[config.mk]
export PLATFORM = sky130hd
export DESIGN_NAME = character_controller
export DESIGN_NICKNAME = d
export VERILOG_FILES = /design/src/rtl/character_controller.sv
export SDC_FILE = /design/constraint.sdc
export NUM_CORES = 1
export LEC_CHECK = 0
export CAP_MARGIN = 20
export CORE_AREA = 4 4 90 92
export CTS_CLUSTER_DIAMETER = 40
export CTS_CLUSTER_SIZE = 40
export DETAILED_ROUTE_END_ITERATION = 6
export DIE_AREA = 0 0 94 96
export GPL_ROUTABILITY_DRIVEN = 0
export GPL_TIMING_DRIVEN = 0
export PLACE_DENSITY = 0.8
export SLEW_MARGIN = 5
export SYNTH_ARGS = -nofsm -noshare
export SYNTH_HDL_FRONTEND = slang
export SYNTH_SLANG_ARGS = --single-unit
[constraint.sdc]
create_clock -name Clk -period 11.3 [get_ports Clk]
set_clock_uncertainty 0.15 [all_clocks]
set_input_delay 2.26 -clock Clk [delete_from_list [all_inputs] [get_ports Clk]]
set_output_delay 2.26 -clock Clk [all_outputs]
set_load 0.1 [all_outputs]
[src/rtl/character_controller.sv]
// Grid-locked sprite movement controller: turns in place on a tap, walks whole tiles while held,
// and stalls (BUMP) at the map edge. Optional macro CHAR_RUN_EN: Run doubles walk speed per tile.
module character_controller #(
  parameter int TILE_PX     = 16,
  parameter int STEP_PX     = 2,
  parameter int TURN_FRAMES = 2,
  parameter int X_INIT      = 320,
  parameter int Y_INIT      = 240,
  parameter int X_MAX       = 624,
  parameter int Y_MAX       = 464
) (
  input  logic       Clk,
  input  logic       Reset_n,
  input  logic       VS,
  input  logic [7:0] keycode,
  input  logic       Run,
  output logic       Character_Moving,
  output logic [1:0] Direction,
  output logic [9:0] Pos_X,
  output logic [9:0] Pos_Y,
  output logic       Step_Done,
  output logic       Blocked
);

  localparam logic [1:0] ST_IDLE = 2'd0;
  localparam logic [1:0] ST_TURN = 2'd1;
  localparam logic [1:0] ST_WALK = 2'd2;
  localparam logic [1:0] ST_BUMP = 2'd3;

  localparam int PW = $clog2(TILE_PX + 2 * STEP_PX + 1);
  localparam int TW = (TURN_FRAMES > 1) ? $clog2(TURN_FRAMES) : 1;

  logic [1:0]    state;
  logic [PW-1:0] pix_cnt;
  logic [TW-1:0] turn_cnt;
  logic          fast;
  logic          entry_fast;

  logic vs_meta, vs_sync, vs_last, frame_tick;

  logic          key_valid;
  logic [1:0]    key_dir;
  logic          key_same;
  logic [10:0]   spd;
  logic [10:0]   x_ext, y_ext, x_mv, y_mv;
  logic [PW-1:0] cnt_mv, bump_mv;

`ifdef CHAR_RUN_EN
  assign entry_fast = Run;
`else
  logic unused_run;
  assign unused_run = Run;
  assign entry_fast = 1'b0;
`endif

  // Synchronizer flops reset high so a VS level held through reset is not seen as an edge.
  always_ff @(posedge Clk or negedge Reset_n) begin
    if (!Reset_n) begin
      vs_meta    <= 1'b1;
      vs_sync    <= 1'b1;
      vs_last    <= 1'b1;
      frame_tick <= 1'b0;
    end else begin
      vs_meta    <= VS;
      vs_sync    <= vs_meta;
      vs_last    <= vs_sync;
      frame_tick <= vs_sync & ~vs_last;
    end
  end

  always_comb begin
    key_valid = 1'b1;
    key_dir   = 2'd0;
    case (keycode)
      8'h1A:   key_dir = 2'd0;
      8'h07:   key_dir = 2'd1;
      8'h16:   key_dir = 2'd2;
      8'h04:   key_dir = 2'd3;
      default: key_valid = 1'b0;
    endcase
  end

  assign key_same = key_valid && (key_dir == Direction);

  function automatic logic in_bounds(input logic [1:0] d, input logic [10:0] x, input logic [10:0] y);
    case (d)
      2'd0:    return y >= 11'(TILE_PX);
      2'd1:    return (x + 11'(TILE_PX)) <= 11'(X_MAX);
      2'd2:    return (y + 11'(TILE_PX)) <= 11'(Y_MAX);
      default: return x >= 11'(TILE_PX);
    endcase
  endfunction

  // Entering WALK from IDLE uses the live Run level; inside WALK the latched tile speed applies.
  always_comb begin
    if ((state == ST_IDLE) ? entry_fast : fast) spd = 11'(2 * STEP_PX);
    else                                        spd = 11'(STEP_PX);
    x_ext = {1'b0, Pos_X};
    y_ext = {1'b0, Pos_Y};
    x_mv  = x_ext;
    y_mv  = y_ext;
    case (Direction)
      2'd0:    y_mv = y_ext - spd;
      2'd1:    x_mv = x_ext + spd;
      2'd2:    y_mv = y_ext + spd;
      default: x_mv = x_ext - spd;
    endcase
    cnt_mv  = pix_cnt + PW'(spd);
    bump_mv = pix_cnt + PW'(STEP_PX);
  end

  always_ff @(posedge Clk or negedge Reset_n) begin
    if (!Reset_n) begin
      state            <= ST_IDLE;
      pix_cnt          <= '0;
      turn_cnt         <= '0;
      fast             <= 1'b0;
      Direction        <= 2'd0;
      Character_Moving <= 1'b0;
      Pos_X            <= 10'(X_INIT);
      Pos_Y            <= 10'(Y_INIT);
      Step_Done        <= 1'b0;
      Blocked          <= 1'b0;
    end else begin
      Step_Done <= 1'b0;
      if (frame_tick) begin
        case (state)
          ST_IDLE: begin
            if (key_valid && (key_dir != Direction)) begin
              Direction <= key_dir;
              turn_cnt  <= '0;
              state     <= ST_TURN;
            end else if (key_same && in_bounds(Direction, x_ext, y_ext)) begin
              state            <= ST_WALK;
              Character_Moving <= 1'b1;
              fast             <= entry_fast;
              Pos_X            <= x_mv[9:0];
              Pos_Y            <= y_mv[9:0];
              pix_cnt          <= PW'(spd);
            end else if (key_same) begin
              state            <= ST_BUMP;
              Character_Moving <= 1'b1;
              Blocked          <= 1'b1;
              pix_cnt          <= '0;
            end
          end
          ST_TURN: begin
            if (turn_cnt == TW'(TURN_FRAMES - 1)) state <= ST_IDLE;
            else                                  turn_cnt <= turn_cnt + 1'b1;
          end
          ST_WALK: begin
            Pos_X <= x_mv[9:0];
            Pos_Y <= y_mv[9:0];
            if (cnt_mv >= PW'(TILE_PX)) begin
              Step_Done <= 1'b1;
              pix_cnt   <= '0;
              // Tile boundary: the only point where a held key can extend or stop the walk.
              if (key_same && in_bounds(Direction, x_mv, y_mv)) begin
                fast <= entry_fast;
              end else if (key_same) begin
                state   <= ST_BUMP;
                Blocked <= 1'b1;
              end else begin
                state            <= ST_IDLE;
                Character_Moving <= 1'b0;
              end
            end else begin
              pix_cnt <= cnt_mv;
            end
          end
          default: begin
            if (bump_mv >= PW'(TILE_PX)) begin
              state            <= ST_IDLE;
              Character_Moving <= 1'b0;
              Blocked          <= 1'b0;
              pix_cnt          <= '0;
            end else begin
              pix_cnt <= bump_mv;
            end
          end
        endcase
      end
    end
  end

endmodule

# Yosys cells after proc, flatten, opt, wreduce, memory -nomap -nowiden
# Cells that the tools add are included.
# op_classes
addsub	11
magnitude_cmp	10
n_eq_ne	21
muxes	60
bitwise_logic	3
reduce_logical	20
# ops
cell	n
$pmux 11 s2	2
$mux 10	4
$pmux 10 s2	2
$mux 1	29
$mux 5	5
$add 10x11->11	2
$add 10x5->11 const B	2
$add 11x5->11 const B	2
$ge 11x5->1 const B	2
$le 11x10->1 const B	2
$le 11x9->1 const B	2
$sub 10x11->11	2
$ge 10x5->1 const B	2
$eq 8x3->1 const B	2
$eq 8x5->1 const B	2
$mux 2	8
$pmux 5 s3	1
$ne 2x2->1 const B	7
$pmux 1 s3	4
$pmux 2 s3	2
$reduce_and 6->1	2
$ge 5x5->1 const B	2
$reduce_and 4->1	2
$reduce_and 8->1	1
23 further kinds	34
# word_totals
register_bits	38
inputBits	12
out_inout_bits	25

# Longest topological paths before layout
# Gate-level depths: netlist of run 1.
# logic_depth
ltp_word	15
depth_mapped	18
depth_no_buf	17

# Least setup slack after synthesis of run 1
# OpenSTA, ideal clock, no wires.
# synth_timing
path_kind	reg2reg
from	register Direction[1]
to	register Blocked
setup_ps	79
t_arrival_ps	4536
required_time_ps	11071
setup_slack_ps	6535
path_stages_with_launch	18
synth_period_minus_slack_ps	4765
cell_sequence	dfrtp_1 inv_1 nor2_1 inv_1 ha_1 a211oi_2 or4_1 o211ai_1 inv_1 ha_1 nor4bb_1 a41oi_1 nor3_1 a311o_1 o41a_1 a211oi_2 o32ai_2 a21oi_1
# synth_between
word_cells_on_any_way	36
# synth_rtl
element	line	source
from (decl)	18	output logic [1:0] Direction,
from (signal assigned)	130	Direction <= key_dir;
$eq 2x2->1 or $logic_not 2->1 (tied branches)	102	case (Direction)
$pmux 11 s2 *	102	
net y_mv[4]	45	logic [10:0] x_ext, y_ext, x_mv, y_mv;
$add 11x5->11	89	2'd2: return (y + 11'(TILE_PX)) <= 11'(Y_MAX);
$le 11x9->1	89	
$pmux 1 s3 *	86	case (d)
$mux 1 *	154	if (cnt_mv >= PW'(TILE_PX)) begin
$mux 1 *	127	case (state)
$mux 1 *	126	if (frame_tick) begin
$logic_and 1x1->1 *	158	if (key_same && in_bounds(Direction, x_mv, y_mv)) begin
$ne 2x2->1 (no source line) *	--	
$reduce_and 7->1 (no source line) *	--	
to (signal assigned)	123	Blocked <= 1'b0;
to (signal assigned)	143	Blocked <= 1'b1;
to (signal assigned)	162	Blocked <= 1'b1;
to (decl)	22	output logic Blocked
# Mark *: on every way through the listed nets, which the timed path passes. The rest lies on a longest branch. The select of a mux whose other input is x is not followed.
# A chain may end at the register's enable or synchronous reset.

# Worst setup path after layout of run 1
# layout_timing
from	register Direction[0]
to	register Blocked
# Same word-level chain as after synthesis.

==> impl_metrics.ini, run 1 <==
[status]
status = completed

[timing]
fin_crit_sh = 0.454
tns_ps = 0
fin_crit_ps = 5130
timing_hold_violations_final = 0
drv_slew = 0
slew_headroom = 0.343
worst_pin_slew_ps = 983
clock.fmax_mhz = 195
finalSetupViolCount = 0
rsz0062_at_grt = false

[clock_network]
h-tree-depth = 2
hold_buffers = 0
clkTransAtPathRegs_ps = 70
cts_tree = done
postCtsSetupBuffers = 0
cts_root_buf = clkbuf_8
cts-resized-gates = 0
clock_path_buffers = 2
numCtsBuffers = 5
clk_latency_ps = 290
clkSinkCount = 34

[logic_synthesis]
async_flop_share = 1.00
yosys_most_used_dff = dfrtp_1
yosys.area.top_type = dfrtp_1
netlist.area_leader.share = 0.174
yosysUniqueCellTypes = 83
synth_edf_count = 0
ys_seq_area_frac = 0.240
syn_area_per_cell_um2 = 8.65
synth_area_leaders = dfrtp_1 17%, ha_1 11%, dfstp_2 6.6%
netlist_area_um2 = 3600
netlist_top_cells_count = 32 x ha_1, 28 x nand2_1, 26 x nor2_1, 25 x dfrtp_1
synth_cells = 416
synth.most_common_cell = ha_1
yosys_warnings = 0
synth_seq_cells = 34

[pwr]
vdd_ir_drop_max_v = 0.000235
sw_frac_of_total = 0.565
p_comb_frac = 0.714
switchingPower_uw = 603
power.density_nw_per_um2 = 259
power.internal_uw = 465
sequentialPowerShare = 0.198
p_leak_nw = 1.67
clkPwrFrac = 0.088

[global_routing]
grt_max_degree = 35
track_usage = 0.219
first_global_vias = 3354
grt_pass1_wl_mm = 15.9
grt_remaining_overflow = 0
antenna_found_initial = 0

[critical_path]
cp_top_family = compound AO/OA/AOI/OAI gates
reg2reg_from = Direction[0]$_DFFE_PN0P_
critPathLaunchType = flip-flop
path_cells = buf_4 > nor2_1 > inv_1 > ha_1 > nand3b_1 > and3b_1 > o31ai_1 > inv_1 > ha_1 > nor4bb_1 > a41oi_1 > o311ai_0 > a2111oi_0 > o21ai_0 > a211oi_2 > o32ai_2 > a21oi_1
critPathRequiredTime_ps = 11360
critPathBufInv = 3
startpoint = Direction[0]$_DFFE_PN0P_
cp_max_fo = 11
cp-end-kind = flip-flop
arrival_ps = 5180
cp_slowest_cell = o31ai_1
critPathKind = reg -> reg
cp_slowest_stage_delay_ps = 570

[floorplanning]
start_util = 0.499
core_um2 = 7210
dieArea_um2 = 9020
rows = 31
ios = 37
die_x_um = 94
die_h_um = 96

[place]
dp.cells = 548
post_dp_cell_area_um2 = 4040
io_buffers = 32
dp_hpwl_mm = 7.28

[worst_hold_path]
hold_path_startpoint = vs_meta$_DFF_PN1_
hold_class = reg -> reg

[finish]
syn_to_final_growth_pct = 14.9
fin_cells = 556
utilization = 0.573
antenna_cells = 0
drive_above_1_share = 0.133
design_area_um2 = 4130
fin_nets = 502
fillers = 653

[drt]
final_antenna_net_count = 0
wl_mm = 9.49
drt-initial-drc-count = 184
vias = 3465
dr.pass1.iters = 7
vias_per_cell = 6.23
drc = 0
post_drt_wl_per_cell_um = 17.1

[flow_run]
drv_cap = 0
per-layer routing:
metal,wire [µm],part of all wire,vias up,track usage
met5,0,0,-,0
met3,583,0.061,19,0.0407
met1,4160,0.44,1663,0.287
li1,-,-,1648,-
met4,143,0.015,0,0.0421
met2,4600,0.48,135,0.378
kinds of logic after synthesis:
group | Yosys count | synth area share
AND/OR/NAND/NOR | 141 | 0.219
AO/OA/AOI/OAI | 136 | 0.282
buffers and inverters | 42 | 0.0556
adder cells (fa/ha/maj) | 34 | 0.122
flip-flops | 34 | 0.240
multiplexers | 15 | 0.0487
XOR/XNOR | 13 | 0.0317
other | 1 | 0.00104
cells in the final DEF (no fill, tap or decap), types with 4 or more instances in the layout:
| cell type | synthesis | layout |
|---|---|---|
| nor2_1 | 26 | 26 |
| o211ai_1 | 6 | 6 |
| a211oi_1 | 8 | 8 |
| buf_2 | 7 | 8 |
| a21oi_1 | 23 | 23 |
| clkdlybuf4s50_1 | 0 | 31 |
| a21oi_2 | 7 | 7 |
| nor4_1 | 6 | 6 |
| nor3_1 | 17 | 17 |
| and2_1 | 5 | 5 |
| clkbuf_1 | 5 | 6 |
| a311o_1 | 4 | 4 |
| dfstp_2 | 9 | 9 |
| ha_1 | 32 | 32 |
| clkbuf_8 | 0 | 6 |
| o21ai_0 | 22 | 22 |
| or3_1 | 4 | 4 |
| nand4_1 | 6 | 6 |
| nand3_1 | 14 | 14 |
| xnor2_1 | 7 | 7 |
| o31ai_1 | 6 | 6 |
| nand2_1 | 28 | 28 |
| a21o_1 | 4 | 4 |
| dfrtp_1 | 25 | 25 |
| xor2_1 | 6 | 6 |
| inv_1 | 23 | 23 |
| nor2b_1 | 6 | 6 |
| mux2i_1 | 10 | 10 |
| nand2b_1 | 7 | 7 |
| o21ai_1 | 7 | 7 |
worst paths after layout:
path | end | slack (ps) | cells after the start
worst max-delay path | Blocked$_DFFE_PN0P_ | 6170 | 17
worst min-delay path | vs_sync$_DFF_PN1_ | 210 | 0
worst max register to register | Blocked$_DFFE_PN0P_ | 6170 | 17
worst min register to register | vs_sync$_DFF_PN1_ | 210 | 0
max in group asynchronous | Pos_X[4]$_DFFE_PN0P_ | 8650 | 1
min in group asynchronous | Pos_Y[3]$_DFFE_PN0P_ | 1860 | 1
power groups by stage:
stage,combinational [mW],sequential [mW],clock (mW)
2_1_floorplan,0.450,0.346,0
3_3_place_gp,0.729,0.210,0
4_1_cts,0.755,0.210,0.0950
3_5_place_dp,0.751,0.212,0
5_1_grt,0.832,0.217,0.102
6_report,0.763,0.211,0.0942
cell type report:
cell class	count	area [µm²]	share of cell area
multi-input combinational	341	2540	0.614
clock buffer	7	86.3	0.0209
buffer	18	110	0.0267
clock inverter	1	5.00	0.00121
tap	99	124	0.0300
inverter	24	90.1	0.0218
timing repair buffer	32	315	0.0763
sequential	34	862	0.209
state kept, by name, indices dropped and copies added (netlist names):
name and cells:
Character_Moving 1, Step_Done 1, vs_meta 1, frame_tick 1, Direction 2, vs_sync 1, vs_last 1, turn_cnt 1
state 2, Pos_Y 9, Pos_X 9, Blocked 1, pix_cnt 4
through the flow:
step           setup slack [ps]  power (mW)  hold WS [ps]
3_3_place_gp               6120       0.939           197
3_5_place_dp               5990       0.963           201
5_1_grt                    5860        1.15           214
2_1_floorplan              6540       0.796           195
4_1_cts                    6270        1.06           210
6_report                   6170        1.07           209
No activity file was read; power rests on OpenSTA's default activity.
==> run 2, diff against run 1 <==
- PLACE_DENSITY: 0.8 -> 0.82
- clock period: 11.3 -> 4.6 ns (I/O delays scaled with it)
==> impl_metrics.ini, run 2 (synthesis results as in run 1) <==
[critical_path]
cp_slowest_stage_delay_ps = 520
critPathBufInv = 3
cp-end-kind = flip-flop
cp_max_fo = 11
cp_top_family = compound AO/OA/AOI/OAI gates
reg2reg_from = Direction[0]$_DFFE_PN0P_
critPathRequiredTime_ps = 4660
path_cells = buf_4 > nor2_4 > inv_2 > ha_1 > a211oi_4 > or4_1 > o211ai_1 > inv_1 > ha_1 > nor4bb_1 > a41oi_1 > nor3_1 > a311o_1 > o41a_1 > a211oi_2 > o32ai_2 > a21oi_1
arrival_ps = 4490
startpoint = Direction[0]$_DFFE_PN0P_
cp_slowest_cell = or4_1
cpMostUsedCell = ha_1
critPathKind = reg -> reg
critPathLaunchType = flip-flop

[drt]
dr.pass1.iters = 4
final_antenna_net_count = 0
vias_per_cell = 6.21
wl_mm = 9.64
post_drt_wl_per_cell_um = 17.3
drc = 0
drt-initial-drc-count = 205
vias = 3473

[clock_network]
clkTransAtPathRegs_ps = 70
cts_root_buf = clkbuf_8
h-tree-depth = 2
clock_path_buffers = 2
clk_latency_ps = 290
cts_tree = done
numCtsBuffers = 5
clkSinkCount = 34

[timing]
holdWs_ps = 208
clock.fmax_mhz = 226
tns_ps = 0
slew_headroom = 0.338
drv_slew = 0
timing_hold_violations_final = 0
worst_pin_slew_ps = 990
timing.final.ws_setup_ps = 167
fin_crit_sh = 0.964
finalSetupViolCount = 0
fin_crit_ps = 4430

[finish]
fin_nets = 505
mostFrequentLayoutCells = 32 x ha_1, 31 x clkdlybuf4s50_1, 28 x nand2_1, 25 x nor2_1
syn_to_final_growth_pct = 17.2
final_common_cell = ha_1
drive_above_1_share = 0.154
reg_top3 = Pos_X (9), Pos_Y (9), pix_cnt (4)
antenna_cells = 0

[global_routing]
grt_max_degree = 35
first_global_vias = 3366
antenna_found_initial = 0
grt_pass1_wl_mm = 16.1
track_usage = 0.220
grt_remaining_overflow = 0

[floorplanning]
core_um2 = 7210
die_x_um = 94
ios = 37
dieArea_um2 = 9020
start_util = 0.499
rows = 31
die_h_um = 96

[pwr]
finalPower_mw = 2.72
p_leak_nw = 1.69
sw_frac_of_total = 0.555
power.density_nw_per_um2 = 645
switchingPower_mw = 1.51
sequentialPowerShare = 0.191
power.internal_mw = 1.21
clkPwrFrac = 0.103
p_comb_frac = 0.706
vdd_ir_drop_max_v = 0.000512

[place]
dp_hpwl_mm = 7.30
io_buffers = 32
pre_cts_ws_ps = -268

[flow_run]
drv_cap = 0

[worst_hold_path]
hold_path_startpoint = vs_meta$_DFF_PN1_
hold_class = reg -> reg

[status]
status = completed
[run 2: cell count changes in the layout (fill, tap and decap cells not counted), moves of 2 or more]
| cell | before | now |
|---|---|---|
| clkinvlp_4 | 0 | 2 |
| inv_2 | 1 | 3 |
| dfrtp_2 | 0 | 2 |
| buf_4 | 3 | 6 |
| dfrtp_1 | 25 | 23 |
| o31ai_4 | 1 | 3 |
| inv_1 | 23 | 21 |
[run 2: worst reg2reg max path, cell delays in order (launching register included)]
cell,delay (ps)
dfrtp_2,470
buf_4,210
nor2_4,190
inv_2,150
ha_1,360
a211oi_4,90
or4_1,520
o211ai_1,200
inv_1,80
ha_1,220
nor4bb_1,140
a41oi_1,270
nor3_1,100
a311o_1,270
o41a_1,380
a211oi_2,250
o32ai_2,140
a21oi_1,180
[run 2: power groups by stage]
stage,Clock [mW],Sequential [mW],Combinational (mW)
CTS,0.284,0.516,1.86
detailed placement,0,0.520,1.85
floorplan,0,0.851,1.10
global route,0.297,0.534,2.10
finish,0.280,0.519,1.92
global placement,0,0.516,1.79
[run 2: path summary, 6_finish.rpt]
kind                       slack [ps]  depth (start not counted)                  endpoint
min in group asynchronous         540                          1      Pos_Y[1]$_DFFE_PN0P_
setup reg to reg                  170                         17      state[0]$_DFFE_PN0P_
hold / removal                    210                          0         vs_sync$_DFF_PN1_
hold reg to reg                   210                          0         vs_sync$_DFF_PN1_
max in group asynchronous        3240                          1  Direction[1]$_DFFE_PN0P_
setup / recovery                  170                         17      state[0]$_DFFE_PN0P_
[run 2: stage by stage]
step	instance area, µm²	util	std cells
after global placement	4050	0.561	548
after floorplan	3600	-	417
final	4220	0.584	559
after global routing	4220	0.584	559
after CTS	4160	0.577	556
after detailed placement	4040	0.560	548
[run 2: final cells by class]
| cell class | instances | area, µm² |
|---|---|---|
| Buffer | 18 | 110 |
| Clock buffer | 5 | 68.8 |
| Clock inverter | 3 | 45.0 |
| Fill cell | 631 | 3000 |
| Inverter | 24 | 90.1 |
| Multi-Input combinational cell | 341 | 2580 |
| Sequential cell | 34 | 865 |
| Tap cell | 99 | 124 |
| Timing Repair Buffer | 35 | 338 |
[run 2: layer usage]
| metal | up-vias | wire length [µm] | track usage | part of all wire |
|---|---|---|---|---|
| li1 | 1665 | - | - | - |
| met1 | 1667 | 4240 | 0.291 | 0.44 |
| met2 | 118 | 4650 | 0.375 | 0.48 |
| met3 | 23 | 558 | 0.0375 | 0.058 |
| met4 | 0 | 195 | 0.0566 | 0.020 |
| met5 | - | 0 | 0 | 0 |
[run 2: repair_timing]
action,in CTS,in global routing
pin swaps,0,2
setup buffers,0,3
resized for setup,3,6
setup endpoints to repair,3,3
hold buffers,0,0
==> run 3, diff against run 2 <==
- TNS_END_PERCENT: not set -> 5
==> results of run 3 <==
No change in the layout: final DEF, timing and power equal those of run 2.
